<file path="src/rtl/blockram_lsu.sv">
// Load/store front end for a byte-lane block RAM: sub-word steering,
// sign/zero extension, two-beat misaligned accesses and range checking.
module blockram_lsu #(
  parameter int BYTE_WIDTH    = 8,
  parameter int BYTES         = 4,
  parameter int DATA_WIDTH    = BYTE_WIDTH * BYTES,
  parameter int DEPTH         = 50,
  parameter int ADDRESS_WIDTH = 32
) (
  input  logic                     clk,
  input  logic                     reset,
  input  logic                     req_valid,
  output logic                     req_ready,
  input  logic                     req_we,
  input  logic [ADDRESS_WIDTH-1:0] req_addr,
  input  logic [1:0]               req_size,
  input  logic                     req_unsigned,
  input  logic [DATA_WIDTH-1:0]    req_wdata,
  output logic                     rsp_valid,
  output logic [DATA_WIDTH-1:0]    rsp_rdata,
  output logic                     rsp_err
);

  localparam int LB = $clog2(BYTES);
  localparam int IW = $clog2(DEPTH);
  localparam int W2 = 2 * DATA_WIDTH;

  typedef enum logic [1:0] {IDLE, BEAT2, RESP} state_t;

  state_t state, state_nx;

  logic [DATA_WIDTH-1:0] mem [DEPTH];

  logic [ADDRESS_WIDTH-1:0] w;
  logic [LB-1:0]            o;
  logic [4:0]               n;
  logic                     span;
  logic                     err;
  logic                     accept;
  logic [15:0]              shamt;
  logic [W2-1:0]            sdata;
  logic [2*BYTES-1:0]       smask;

  assign w      = req_addr >> LB;
  assign o      = req_addr[LB-1:0];
  assign n      = 5'd1 << req_size;
  assign span   = (5'(o) + n) > 5'(BYTES);
  assign err    = (w >= ADDRESS_WIDTH'(DEPTH))
               || (span && w >= ADDRESS_WIDTH'(DEPTH - 1))
               || (req_size == 2'd3 && BYTES == 4);
  assign accept = req_valid && req_ready;
  assign shamt  = 16'(o) * 16'(BYTE_WIDTH);
  assign sdata  = W2'(req_wdata) << shamt;
  assign smask  = (2*BYTES)'(((16'd1 << n) - 16'd1) << o);

  logic                  l_we;
  logic                  l_uns;
  logic                  l_err;
  logic [1:0]            l_size;
  logic [LB-1:0]         l_off;
  logic [IW-1:0]         l_widx;
  logic [DATA_WIDTH-1:0] l_hdata;
  logic [BYTES-1:0]      l_hmask;
  logic [DATA_WIDTH-1:0] rd0;
  logic [DATA_WIDTH-1:0] rd1;

  always_ff @(posedge clk) begin
    if (accept) begin
      l_we    <= req_we;
      l_uns   <= req_unsigned;
      l_err   <= err;
      l_size  <= req_size;
      l_off   <= o;
      l_widx  <= w[IW-1:0];
      l_hdata <= sdata[W2-1:DATA_WIDTH];
      l_hmask <= smask[2*BYTES-1:BYTES];
    end
  end

  logic                  wr_en;
  logic                  rd0_en;
  logic                  rd1_en;
  logic [IW-1:0]         acc_idx;
  logic [BYTES-1:0]      wr_mask;
  logic [DATA_WIDTH-1:0] wr_data;

  always_comb begin
    state_nx = state;
    wr_en    = 1'b0;
    rd0_en   = 1'b0;
    rd1_en   = 1'b0;
    acc_idx  = w[IW-1:0];
    wr_mask  = smask[BYTES-1:0];
    wr_data  = sdata[DATA_WIDTH-1:0];
    unique case (state)
      IDLE: begin
        if (accept) begin
          state_nx = (span && !err) ? BEAT2 : RESP;
          wr_en    = req_we && !err;
          rd0_en   = !req_we && !err;
        end
      end
      BEAT2: begin
        state_nx = RESP;
        acc_idx  = l_widx + IW'(1);
        wr_mask  = l_hmask;
        wr_data  = l_hdata;
        wr_en    = l_we;
        rd1_en   = !l_we;
      end
      RESP:    state_nx = IDLE;
      default: state_nx = IDLE;
    endcase
    // Reset abandons any beat in flight, including its RAM write
    if (reset) begin
      wr_en  = 1'b0;
      rd0_en = 1'b0;
      rd1_en = 1'b0;
    end
  end

  always_ff @(posedge clk) begin
    if (reset) state <= IDLE;
    else       state <= state_nx;
  end

  always_ff @(posedge clk) begin
    if (wr_en) begin
      for (int i = 0; i < BYTES; i++) begin
        if (wr_mask[i])
          mem[acc_idx][i*BYTE_WIDTH +: BYTE_WIDTH] <=
            wr_data[i*BYTE_WIDTH +: BYTE_WIDTH];
      end
    end
    if (rd0_en) rd0 <= mem[acc_idx];
    if (rd1_en) rd1 <= mem[acc_idx];
  end

  logic [DATA_WIDTH-1:0] val;
  logic [DATA_WIDTH-1:0] keep;
  logic [DATA_WIDTH-1:0] ext;
  logic [4:0]            ln;
  logic                  sbit;

  always_comb begin
    ln   = 5'd1 << l_size;
    val  = DATA_WIDTH'({rd1, rd0} >> (16'(l_off) * 16'(BYTE_WIDTH)));
    keep = '0;
    sbit = 1'b0;
    for (int i = 0; i < BYTES; i++) begin
      if (5'(i) < ln) keep[i*BYTE_WIDTH +: BYTE_WIDTH] = '1;
      if (5'(i + 1) == ln) sbit = val[(i+1)*BYTE_WIDTH-1];
    end
    ext = (val & keep) | ((!l_uns && sbit) ? ~keep : '0);
  end

  assign req_ready = (state == IDLE);
  assign rsp_valid = (state == RESP);
  assign rsp_err   = (state == RESP) && l_err;
  assign rsp_rdata = (state == RESP && !l_err && !l_we) ? ext : '0;

endmodule
</file>
<file path="config.mk">
export PLATFORM = sky130hd
export DESIGN_NAME = blockram_lsu
export DESIGN_NICKNAME = d
export VERILOG_FILES = /design/src/rtl/blockram_lsu.sv
export SDC_FILE = /design/constraint.sdc
export NUM_CORES = 2
export LEC_CHECK = 0
export BUFFER_PORTS_ARGS = -buffer_cell sky130_fd_sc_hd__buf_2
export CAP_MARGIN = 40
export CORE_MARGIN = 2
export CORE_UTILIZATION = 35
export DETAILED_ROUTE_END_ITERATION = 6
export PLACE_DENSITY = 0.51
export SLEW_MARGIN = 5
export SYNTH_ARGS = -nofsm -noshare
export SYNTH_HDL_FRONTEND = slang
export SYNTH_SLANG_ARGS = --single-unit
</file>
<file path="constraint.sdc">
create_clock -name clk -period 4.1 [get_ports clk]
set_input_delay 0.41 -clock clk [delete_from_list [all_inputs] [get_ports clk]]
set_output_delay 0.41 -clock clk [all_outputs]
set_load 0.02 [all_outputs]
</file>
==> results.sh <==
export IMPL_status="completed"
export IMPL_initial_core_util_pct=35.2
export IMPL_final_cell_mix="edfxtp_1, nand2_1, buf_4, a21oi_1, mux2i_1"
export IMPL_layout_commonest_cell="edfxtp_1"
export IMPL_leakage_uw=0.0275
export IMPL_fillers=17357
export IMPL_setup_viol=0
export IMPL_max_slew_margin_pct=34.1
export IMPL_worstMarginPinSlew_ps=986
export IMPL_post_place_ws_ps=0.937
export IMPL_cts_made_buffers=174
export IMPL_drive_gt1_share_pct=19.0
export IMPL_hold_path_class="in -> reg"
export IMPL_period_minus_slack_ps=4060
export IMPL_syn_area_per_cell_um2=14.8
export IMPL_fin_nets=5186
export IMPL_clk_pin_slew_ps=60
export IMPL_synth_seq_cells=1699
export IMPL_start_kind="flop"
export IMPL_end_kind="flop"
export IMPL_rsz0062_at_grt="false"
export IMPL_dieHeight_um=444
export IMPL_vias=44125
export IMPL_wl_um=238000
export IMPL_grt_start_max_net_pins=89
export IMPL_cts_tree="built"
export IMPL_insertion_delay_ps=820
export IMPL_cp_top_family="buffers and inverters"
export IMPL_seq_area_frac_synth_pct=75.3
export IMPL_crit_chain="nor2b_4 -> buf_4 -> nand2_1 -> o32ai_4 -> buf_8 -> nand3_1 -> buf_4 -> nor3_1 -> buf_4"
export IMPL_grt_busiest_layer="met2"
export IMPL_grt_ovfl_total=0
export IMPL_place_area_um2=75500
export IMPL_port_buffers=105
export IMPL_fin_area_um2=81200
export IMPL_rr_worst_depth=9
export IMPL_p_per_area_nw_per_um2=457
export IMPL_required_ps=4610
export IMPL_grt_pass1_vias=42397
export IMPL_clockRootBuffer="clkbuf_16"
export IMPL_detail_route_iter0_violations=5596
export IMPL_antenna_found_initial=11
export IMPL_syn_to_final_growth_pct=19.8
export IMPL_slowest_delay_ps=570
export IMPL_ys_types=70
export IMPL_grt_pass1_wl_um=332000
export IMPL_fp_dieArea_um2=197000
export IMPL_cts_buffer_depth=3
export IMPL_vias_per_cell=5.67
export IMPL_die_w_um=444
export IMPL_maxSlewViolCount=0
export IMPL_row_count=161
export IMPL_cts_sinks=1699
export IMPL_cap_violations=0
export IMPL_cpMostUsedCell="buf_4"
export IMPL_cp_max_fo=36
export IMPL_route_detailed_drc=0
export IMPL_max_freq_mhz=246
export IMPL_syn_area_um2=67800
export IMPL_syn_num_nets=4667
export IMPL_netlist_instances=4592
export IMPL_finClkSkew_ps=29.8
export IMPL_hold_viol_final=0
export IMPL_timing_rr_end="mem[14][15]$_DFFE_PP_"
export IMPL_postRouteAntennaNets=0
export IMPL_vdd_drop_max_uv=380
export IMPL_cpMaxStageDelayCell="buf_4"
export IMPL_firstDrtPassIters=7
export IMPL_use_met3_pct=4.84
export IMPL_crit_type="reg -> reg"
export IMPL_use_met2_pct=37.5
export IMPL_use_met1_pct=32.4
export IMPL_worst_path_buf_inv=4
export IMPL_cts_htree_levels=4
export IMPL_track_usage_pct=23.7
export IMPL_yosys_most_used_dff="edfxtp_1"
export IMPL_core_area_um2=192000
export IMPL_synthArstFlopShare_pct=0
export IMPL_hpwl_um=157000
export IMPL_synth_warnings=0
export IMPL_gp_congestion=0.909
export IMPL_ios=106
export IMPL_hold_path_depth=4
export IMPL_cp_arrival_ps=4570
export IMPL_hold_start="req_addr[24]"
export IMPL_final_period_utilization_pct=99.1
export IMPL_synth_edf_count=1697
export IMPL_final_util_pct=42.2
export IMPL_rrSetupSlack_ps=40
export IMPL_setup_slack_ps=37.7
export IMPL_fin_hold_ws_ps=89.8
export IMPL_cts_setup_buffers=0
export IMPL_wire_per_inst_um=30.6
export IMPL_min_to="l_err$_DFFE_PP_"
export IMPL_timing_rr_start="state[0]$_SDFFE_PP0P_"
cell families (layout without fill, tap and decap cells):
| logic type | Yosys count | after routing | share of synthesized area [%] |
|---|---|---|---|
| other | 0 | 5 | 0 |
| AOI/OAI and AO/OA | 947 | 947 | 9.27 |
| muxes | 320 | 320 | 5.31 |
| xor gates and xnor gates | 4 | 4 | 0.0739 |
| DFF | 1699 | 1699 | 75.3 |
| buffers and inverters | 342 | 1004 | 2.13 |
| and+or+nand+nor | 1276 | 1276 | 7.88 |
| adders and majority gates | 4 | 4 | 0.0849 |
synth_stat cells (32+ instances only):
cell,number,share of area (%)
o41ai_1,40,0.52
a222oi_1,32,0.47
mux2i_1,273,4.0
a221oi_1,67,0.87
edfxtp_1,1697,75
o22ai_1,64,0.59
nor3_1,76,0.56
nor2_1,236,1.3
buf_2,105,0.78
a2111oi_0,36,0.47
clkbuf_1,154,0.85
a21oi_1,414,3.1
o21ai_0,54,0.40
nor4_1,33,0.30
a22o_1,52,0.67
nand2_1,765,4.2
nand3_1,84,0.62
buf_1,48,0.27
a22oi_1,35,0.39
a211oi_1,41,0.45
worst max-delay path by stage:
stage,startpoint,end,cells past startpoint
4_1_cts,state[0]$_SDFFE_PP0P_,mem[14][12]$_DFFE_PP_,9
2_1_floorplan,state[1]$_SDFFE_PP0P_,rd0[0]$_DFFE_PP_,5
6_report,state[0]$_SDFFE_PP0P_,mem[14][15]$_DFFE_PP_,9
3_5_place_dp,l_widx[0]$_DFFE_PP_,rd0[31]$_DFFE_PP_,10
3_3_place_gp,state[0]$_SDFFE_PP0P_,mem[14][11]$_DFFE_PP_,8
5_1_grt,state[1]$_SDFFE_PP0P_,rd0[29]$_DFFE_PP_,10
tightest hold or removal path: stages:
cell	delay (ps)
buf_2	70
or4_1	90
nor4_1	80
o21ai_0	120
where the power goes:
part	switching, µW	internal (µW)	total [µW]
Sequential	18.1	19300	19300
Combinational	1820	736	2560
Clock	6750	8510	15300
through the flow:
step           setup TNS, ps  power, µW  std cells
2_1_floorplan              0      20800       4592
3_3_place_gp           -1630      22100       7420
3_5_place_dp               0      22200       7433
4_1_cts                    0      37300       7780
5_1_grt                    0      38100       7781
6_report                   0      37100       7785
cell type report:
class	instances	area, µm²	area share, %
Antenna cell	5	12.5	0.0154
Tap cell	2526	3160	3.89
Clock inverter	101	820	1.01
Timing Repair Buffer	656	5590	6.88
Sequential cell	1699	51000	62.8
Multi-Input combinational cell	2551	15900	19.6
Inverter	29	109	0.134
Clock buffer	218	4580	5.65
sequential cells by signal (all words and copies together), names as in the netlist:
name     flops
l_we         1
rd0         32
mem       1600
l_err        1
l_size       2
l_uns        1
l_widx       6
rd1         24
state        2
l_hmask      4
l_off        2
l_hdata     24
metal layers:
layer	part of all wire [%]	routed length [µm]	vias up
met3	8.7	20800	371
met5	0.014	34	-
met2	46	111000	2163
met1	41	97700	22733
met4	3.9	9250	6
li1	-	-	18852
timing repair:
item	CTS	global route
hold buffers	28	0
endpoints found under the setup margin	1	2
cloned	0	0
resized for setup	1	1
endpoints found under the hold margin	34	0
Power figures use the tool's default switching activity.
